$ cat src/rtl/wb_stage.sv
// NaiveMIPS writeback stage: MEM/WB capture, load response alignment/merge, register-file write.
// Optional load timeout (bus_err) enabled by defining WB_TIMEOUT_EN.
module wb_stage #(
  parameter int TIMEOUT = 255,
  parameter int CNT_W   = 8
) (
  input  logic        clk,
  input  logic        rst_n,
  input  logic        flush,
  input  logic        mm_valid,
  input  logic        mm_except,
  input  logic        mm_load,
  input  logic [2:0]  mm_ltype,
  input  logic [1:0]  mm_addr_lo,
  input  logic [4:0]  mm_dest,
  input  logic [31:0] mm_result,
  input  logic [31:0] mm_rt,
  input  logic        dbus_rvalid,
  input  logic [31:0] dbus_rdata,
  output logic        wb_stall,
  output logic        rf_we,
  output logic [4:0]  rf_waddr,
  output logic [31:0] rf_wdata,
  output logic        bus_err
);

  typedef enum logic {IDLE = 1'b0, WAIT = 1'b1} state_t;

  state_t      state_r;
  logic [2:0]  ltype_r;
  logic [1:0]  addr_lo_r;
  logic [4:0]  dest_r;
  logic [31:0] result_r;
  logic [31:0] rt_r;
  logic        pend_r;
  logic        cap_s;

  if (TIMEOUT >= (1 << CNT_W)) begin : g_cnt_w_too_small
  end

  function automatic logic [31:0] align_load(input logic [2:0] lt, input logic [1:0] b,
                                             input logic [31:0] rd, input logic [31:0] rt);
    logic [7:0]  byte_v;
    logic [15:0] half_v;
    logic [31:0] res;
    case (b)
      2'd0:    byte_v = rd[7:0];
      2'd1:    byte_v = rd[15:8];
      2'd2:    byte_v = rd[23:16];
      default: byte_v = rd[31:24];
    endcase
    half_v = b[1] ? rd[31:16] : rd[15:0];
    case (lt)
      3'd0: res = {{24{byte_v[7]}}, byte_v};
      3'd1: res = {24'd0, byte_v};
      3'd2: res = {{16{half_v[15]}}, half_v};
      3'd3: res = {16'd0, half_v};
      3'd5: begin
        case (b)
          2'd0:    res = {rd[7:0], rt[23:0]};
          2'd1:    res = {rd[15:0], rt[15:0]};
          2'd2:    res = {rd[23:0], rt[7:0]};
          default: res = rd;
        endcase
      end
      3'd6: begin
        case (b)
          2'd0:    res = rd;
          2'd1:    res = {rt[31:24], rd[31:8]};
          2'd2:    res = {rt[31:16], rd[31:16]};
          default: res = {rt[31:8], rd[31:24]};
        endcase
      end
      default: res = rd;
    endcase
    return res;
  endfunction

  assign wb_stall = (state_r == WAIT) & ~dbus_rvalid;
  assign cap_s    = mm_valid & ~mm_except & ~flush & ~wb_stall;

`ifdef WB_TIMEOUT_EN
  logic [CNT_W-1:0] cnt_r;
`else
  assign bus_err = 1'b0;
`endif

  // State machine, MEM/WB register and registered write port.
  // A non-load captured on the edge that completes a load is parked (pend_r) and
  // written one cycle later, keeping writes in program order.
  always_ff @(posedge clk or negedge rst_n) begin
    if (!rst_n) begin
      state_r   <= IDLE;
      ltype_r   <= 3'd0;
      addr_lo_r <= 2'd0;
      dest_r    <= 5'd0;
      result_r  <= 32'd0;
      rt_r      <= 32'd0;
      pend_r    <= 1'b0;
      rf_we     <= 1'b0;
      rf_waddr  <= 5'd0;
      rf_wdata  <= 32'd0;
`ifdef WB_TIMEOUT_EN
      cnt_r     <= '0;
      bus_err   <= 1'b0;
`endif
    end else begin
      rf_we <= 1'b0;
`ifdef WB_TIMEOUT_EN
      bus_err <= 1'b0;
`endif
      if (cap_s) begin
        ltype_r   <= mm_ltype;
        addr_lo_r <= mm_addr_lo;
        dest_r    <= mm_dest;
        result_r  <= mm_result;
        rt_r      <= mm_rt;
      end
      case (state_r)
        IDLE: begin
          if (pend_r) begin
            rf_we    <= (dest_r != 5'd0);
            rf_waddr <= dest_r;
            rf_wdata <= result_r;
            pend_r   <= 1'b0;
          end
          if (cap_s) begin
            if (mm_load) begin
              state_r <= WAIT;
`ifdef WB_TIMEOUT_EN
              cnt_r   <= '0;
`endif
            end else if (pend_r) begin
              pend_r <= 1'b1;
            end else begin
              rf_we    <= (mm_dest != 5'd0);
              rf_waddr <= mm_dest;
              rf_wdata <= mm_result;
            end
          end
        end
        WAIT: begin
          if (dbus_rvalid) begin
            rf_we    <= (dest_r != 5'd0);
            rf_waddr <= dest_r;
            rf_wdata <= align_load(ltype_r, addr_lo_r, dbus_rdata, rt_r);
            state_r  <= IDLE;
            if (cap_s) begin
              if (mm_load) begin
                state_r <= WAIT;
`ifdef WB_TIMEOUT_EN
                cnt_r   <= '0;
`endif
              end else begin
                pend_r <= 1'b1;
              end
            end
          end else begin
`ifdef WB_TIMEOUT_EN
            cnt_r <= cnt_r + {{(CNT_W-1){1'b0}}, 1'b1};
            if (cnt_r == CNT_W'(TIMEOUT - 1)) begin
              bus_err <= 1'b1;
              state_r <= IDLE;
            end
`endif
          end
        end
        default: state_r <= IDLE;
      endcase
    end
  end

endmodule

$ cat config.mk
export PLATFORM = sky130hd
export DESIGN_NAME = wb_stage
export DESIGN_NICKNAME = d
export VERILOG_FILES = /design/src/rtl/wb_stage.sv
export SDC_FILE = /design/constraint.sdc
export NUM_CORES = 1
export LEC_CHECK = 0
export CORE_MARGIN = 3
export CORE_UTILIZATION = 64
export DETAILED_ROUTE_END_ITERATION = 7
export DONT_BUFFER_PORTS = 1
export HOLD_SLACK_MARGIN = 0.15
export PLACE_DENSITY = 0.8
export SKIP_LAST_GASP = 1
export SLEW_MARGIN = 25
export SYNTH_ARGS = -nofsm -noshare
export SYNTH_HDL_FRONTEND = slang
export SYNTH_SLANG_ARGS = --single-unit
$ cat constraint.sdc
create_clock -name clk -period 2.3 [get_ports clk]
set_clock_uncertainty 0.2 [all_clocks]
set_input_delay 0.46 -clock clk [delete_from_list [all_inputs] [get_ports clk]]
set_output_delay 0.46 -clock clk [all_outputs]
set_load 0.1 [all_outputs]
==> results.json, run 1 <==
{
  "status": "finished with violations",
  "violations": "hold timing, setup timing",
  "synthFlopType": "dfrtp_1",
  "syn2layout_area_growth_pct": 36.1,
  "powerDensity_nw_per_um2": 1130,
  "synth_top_cell_area_share": 0.421,
  "die_w_um": 109,
  "cts_tree": "done",
  "leakagePower_nw": 3.92,
  "num_rows": 36,
  "viasPerCell": 7.71,
  "synthDistinctLibCells": 49,
  "gp_congestion": 0.943,
  "fin_nets": 918,
  "io_pins": 153,
  "layout-drive-gt1-share": 0.291,
  "syn_area_per_cell_um2": 10.5,
  "end_kind": "register",
  "clockBufferDepth": 2,
  "worst_ep_arrival_time_ns": 2.56,
  "hold_path.class": "in2async",
  "clkSlewWorstSetupHoldPaths_ns": 0.07,
  "numClockSinks": 114,
  "maxSlewHeadroom": 0.431,
  "drc_errors": 0,
  "routed-wl-met2_um": 13000,
  "dieArea_um2": 11900,
  "fmax_mhz": 424,
  "start_kind": "register",
  "yosys.area.top_type": "dfrtp_1",
  "worstSetupPathType": "reg2reg",
  "htreeDepth": 4,
  "finalSetupViolCount": 10,
  "start_util": 0.675,
  "gr-total-overflow": 0,
  "rsz0062_at_grt": "true",
  "n_fill_cell": 357,
  "antenna_found_initial": 1,
  "grt_max_degree": 115,
  "grtUsageTotal": 0.470,
  "grt_pass1_wl_um": 41600,
  "wl_um": 29100,
  "synth_cells": 646,
  "core_area_um2": 10000,
  "path_max_fanout": 15,
  "ys_warn_count": 0,
  "first_iter_violations": 1197,
  "syn_area_um2": 6780,
  "dp_slack_ns": -0.171,
  "avgRoutedWirePerCell_um": 30.5,
  "synth_top_cells_by_count": "114 x dfrtp_1, 96 x mux2_2, 51 x mux2i_1, 43 x o21ai_0, 36 x nand2_1",
  "yosysSeqAreaShare": 0.421,
  "die_h_um": 109,
  "antenna_left": 0,
  "critPathMaxStageDelay_ns": 0.56,
  "worst_path_max_delay_cell": "mux4_2",
  "synth_edf_count": 0,
  "first_pass_iters": 7,
  "async_flop_share": 1.00,
  "ir_drop_mv": 0.929,
  "met1_length_um": 9630,
  "fin_crit_sh": 1.03,
  "drv_slew": 0,
  "vias": 7336,
  "synth_nets": 759,
  "hold_viol_final": 114,
  "max-cap-violations": 0,
  "top_layer": "met4",
  "clkLatencyLatePin_ns": 0.54,
  "wl_met3_um": 4230,
  "r2r_slack_ns": -0.06,
  "numPortBuffers": 0,
  "place_hpwl_um": 15100,
  "setup_tns_ns": -0.336,
  "required_ns": 2.50,
  "synth.most_common_cell": "dfrtp_1",
  "whs_ns": -0.591,
  "ys_ff_latch": 114,
  "synthTopCellsByArea": "dfrtp_1 42%, mux2_2 16%, mux2i_1 7.5%, o21ai_0 3.2%, o221ai_1 2.7%",
  "multi_input_area_um2": 3750,
  "path_cells": "mux4_2 -> nor3_2 -> a211oi_4 -> buf_12 -> a2111oi_2 -> o21ai_1",
  "cts-buffers-inserted": 17,
  "seqCellArea_um2": 2860,
  "fin_crit_ns": 2.36,
  "cts-root-buf": "clkbuf_8",
  "fin_ws_ns": -0.0600,
  "grt_pass1_vias": 7277,
  "worstMarginPinSlew_ns": 0.851
}
timing repair:
| item | in CTS | in global routing |
|---|---|---|
| cloned | 0 | 1 |
| gates resized for setup | 8 | 19 |
| hold buffers | 109 | 2 |
| endpoints found under the hold margin | 228 | 115 |
| buffers inserted | 0 | 2 |
| setup endpoints to repair | 75 | 90 |
| pin swaps | 0 | 2 |
placed cells by master, fill, tap and decap left out, drive strengths merged, types with 14 or more instances in the layout:
| cell | synthesis | final |
|---|---|---|
| dfrtp | 114 | 114 |
| dlygate4sd3 | 0 | 111 |
| mux2 | 96 | 96 |
| buf | 32 | 86 |
| o21ai | 53 | 53 |
| mux2i | 51 | 51 |
| nand2 | 37 | 37 |
| a21oi | 27 | 27 |
| nor2 | 23 | 23 |
| a22oi | 22 | 22 |
| clkbuf | 26 | 22 |
| o221ai | 21 | 21 |
| a22o | 18 | 18 |
| nor2b | 16 | 16 |
| nor3 | 13 | 14 |
path summary, 6_finish.rpt:
kind	start	end	cells past startpoint
max	addr_lo_r[1]$_DFFE_PN0P_	rf_wdata[26]$_DFFE_PN0N_	6
min	rst_n	result_r[24]$_DFFE_PN0P_	0
max reg2reg	addr_lo_r[1]$_DFFE_PN0P_	rf_wdata[26]$_DFFE_PN0N_	6
min reg2reg	rf_wdata[3]$_DFFE_PN0N_	rf_wdata[3]$_DFFE_PN0N_	2
max in group asynchronous	rst_n	rf_wdata[16]$_DFFE_PN0N_	0
min in group clk	dbus_rdata[17]	rf_wdata[25]$_DFFE_PN0N_	3
layout make-up:
| class | count | share of cell area |
|---|---|---|
| inverter | 2 | 0.000814 |
| timing repair buffer | 197 | 0.196 |
| clock buffer | 22 | 0.0480 |
| clock inverter | 9 | 0.0195 |
| antenna | 2 | 0.000543 |
| sequential | 114 | 0.310 |
| tap | 133 | 0.0180 |
| multi-input combinational | 473 | 0.407 |
flip-flops by register name, summed over array words and instances, names as in the netlist:
name / flops
addr_lo_r: 2
dest_r: 5
ltype_r: 3
pend_r: 1
result_r: 32
rf_waddr: 5
rf_wdata: 32
rf_we: 1
rt_r: 32
state_r: 1
critical path: cells and delay by family (launching register included):
kind            cells  cell delay [ns]
mux                 1             0.56
flops               1             0.39
simple gates        1             0.27
compound gates      3             0.61
buf+inv             1             0.20
cell families (layout without fill, tap and decap cells):
logic type / count (synthesis) / in the layout / share of synthesized area
AOI/OAI and AO/OA: 198 / 198 / 0.200
buffers and inverters: 60 / 230 / 0.0423
DFF: 114 / 114 / 0.421
muxes: 149 / 149 / 0.242
other: 1 / 3 / 0.000553
and+or+nand+nor: 124 / 125 / 0.0947
report_power, final:
| group | switching (mW) | leakage (nW) | internal, mW |
|---|---|---|---|
| logic | 3.24 | 2.24 | 1.44 |
| clock network | 0.994 | 0.299 | 1.90 |
| registers | 0.405 | 1.38 | 2.49 |
| total | 4.64 | 3.92 | 5.82 |
stage by stage:
step	cells	power, mW	utilization	instance area, um2
finish	952	10.5	0.918	9220
global route	951	10.7	0.918	9220
CTS	945	9.89	0.904	9080
detailed placement	805	6.89	0.731	7340
global placement	805	6.77	0.729	7330
floorplan	646	5.87	-	6780
layer usage:
layer	up-vias	track usage
li1	2781	-
met1	3429	0.548
met2	878	0.755
met3	248	0.178
met4	0	0.245
met5	-	0
(Power assumes the default switching activity.)
==> inputs of run 2 (changes only) <==
Settings changed: ABC_CLOCK_PERIOD_IN_PS set to 2300, SKIP_LAST_GASP 1 to unset.
==> results.json, run 2 (synthesized netlist as in run 1, its figures left out) <==
{
  "status": "finished with violations",
  "violations": "hold timing, setup timing",
  "rsz0062_at_grt": "true",
  "die_h_um": 109,
  "num_rows": 36,
  "worstMarginPinSlew_ns": 0.831,
  "end_kind": "register",
  "hold_path.class": "in2async",
  "utilization": 0.919,
  "grt_pass1_vias": 7277,
  "fin_nets": 918,
  "vias": 7352,
  "path_max_fanout": 15,
  "setup_tns_ns": -0.178,
  "numPortBuffers": 0,
  "dp_slack_ns": -0.171,
  "numClockSinks": 114,
  "dieArea_um2": 11900,
  "cts_tree": "done",
  "ir_drop_mv": 0.929,
  "powerDensity_nw_per_um2": 1130,
  "critPathBufInv": 0,
  "fin_ws_ns": -0.0785,
  "place_hpwl_um": 15100,
  "gp_congestion": 0.943,
  "start_util": 0.675,
  "clockBufferDepth": 2,
  "fin_crit_ns": 2.38,
  "cts-root-buf": "clkbuf_8",
  "first_pass_iters": 8,
  "max-cap-violations": 0,
  "instances_no_fill": 952,
  "layout-drive-gt1-share": 0.291,
  "wl_um": 29100,
  "antenna_found_initial": 1,
  "whs_ns": -0.586,
  "grtUsageTotal": 0.470,
  "maxSlewHeadroom": 0.444,
  "grt_pass1_wl_um": 41600,
  "worstSetupPathType": "reg2reg",
  "core_area_um2": 10000,
  "htreeDepth": 4,
  "clkLatencyLatePin_ns": 0.53,
  "io_pins": 153,
  "finalSetupViolCount": 8,
  "viasPerCell": 7.72,
  "clkSlewWorstSetupHoldPaths_ns": 0.07,
  "fmax_mhz": 420,
  "largestRegisters": "result_r (32), rf_wdata (32), rt_r (32)",
  "syn2layout_area_growth_pct": 36.2,
  "critPathMaxStageDelay_ns": 0.71,
  "die_w_um": 109,
  "path_cells": "mux4_2 -> nor3_4 -> a211oi_4 -> o221ai_1 -> nand3_1",
  "required_ns": 2.55,
  "dpl.cell_count": 805,
  "worst_path_max_delay_cell": "a211oi_4",
  "antenna_left": 0,
  "cts-buffers-inserted": 17,
  "mostFrequentLayoutCells": "111 x dfrtp_1, 111 x dlygate4sd3_1, 96 x mux2_2",
  "hold_viol_final": 114,
  "grt_max_degree": 115,
  "worst_ep_arrival_time_ns": 2.63,
  "fin_crit_sh": 1.03,
  "avgRoutedWirePerCell_um": 30.6,
  "first_iter_violations": 1203,
  "start_kind": "register",
  "gr-total-overflow": 0,
  "crit_family": "compound AO/OA/AOI/OAI gates",
  "leakagePower_nw": 3.92,
  "drv_slew": 0,
  "drc_errors": 0
}
-- run 2: cell types whose count changed in the layout (fill, tap and decap cells not counted) --
cell,change
o21ai_0,-2
o21ai_1,+2
nor3_4,+1
nor3_2,-1
-- run 2: metal layers --
layer / global-route usage / vias up / wire, um
li1: - / 2780 / -
met1: 0.548 / 3464 / 9760
met5: 0 / - / 0
met2: 0.755 / 854 / 12900
met3: 0.178 / 254 / 4120
met4: 0.245 / 0 / 2310
-- run 2: worst paths after layout --
check,end,cells after the start,from,slack [ns]
min in group clk,rf_wdata[25]$_DFFE_PN0N_,3,dbus_rdata[17],0.16
hold / removal,result_r[24]$_DFFE_PN0P_,0,rst_n,-0.59
setup / recovery,rf_wdata[22]$_DFFE_PN0N_,5,addr_lo_r[1]$_DFFE_PN0P_,-0.08
max in group asynchronous,addr_lo_r[0]$_DFFE_PN0P_,0,rst_n,2.22
setup reg to reg,rf_wdata[22]$_DFFE_PN0N_,5,addr_lo_r[1]$_DFFE_PN0P_,-0.08
hold reg to reg,rf_wdata[3]$_DFFE_PN0N_,2,rf_wdata[3]$_DFFE_PN0N_,0.29
-- run 2: stage by stage --
step	cell area (um2)	power (mW)
2_1_floorplan	6780	5.87
3_3_place_gp	7330	6.77
3_5_place_dp	7340	6.89
4_1_cts	9080	9.89
5_1_grt	9230	10.7
6_report	9230	10.5
-- run 2: final cells by class --
cell class | instances | area (um2)
clock buffer | 22 | 443
fill | 348 | 817
clock inverter | 9 | 180
antenna | 2 | 5.00
sequential | 114 | 2860
tap | 133 | 166
multi-input combinational | 473 | 3760
timing repair buffer | 197 | 1810
inverter | 2 | 7.51
-- run 2: what timing repair did --
action | 4_1_cts | 5_1_grt
hold endpoints to repair | 228 | 115
pin swaps | 0 | 2
hold buffers | 109 | 2
endpoints found under the setup margin | 75 | 90
gates resized for setup | 8 | 22
setup buffers | 0 | 2
gates cloned | 0 | 1
-- run 2: power by group --
group	leakage (nW)	internal (mW)	switching, mW
Combinational	2.24	1.44	3.24
Clock	0.299	1.90	0.992
Sequential	1.38	2.49	0.407
Total	3.92	5.83	4.64
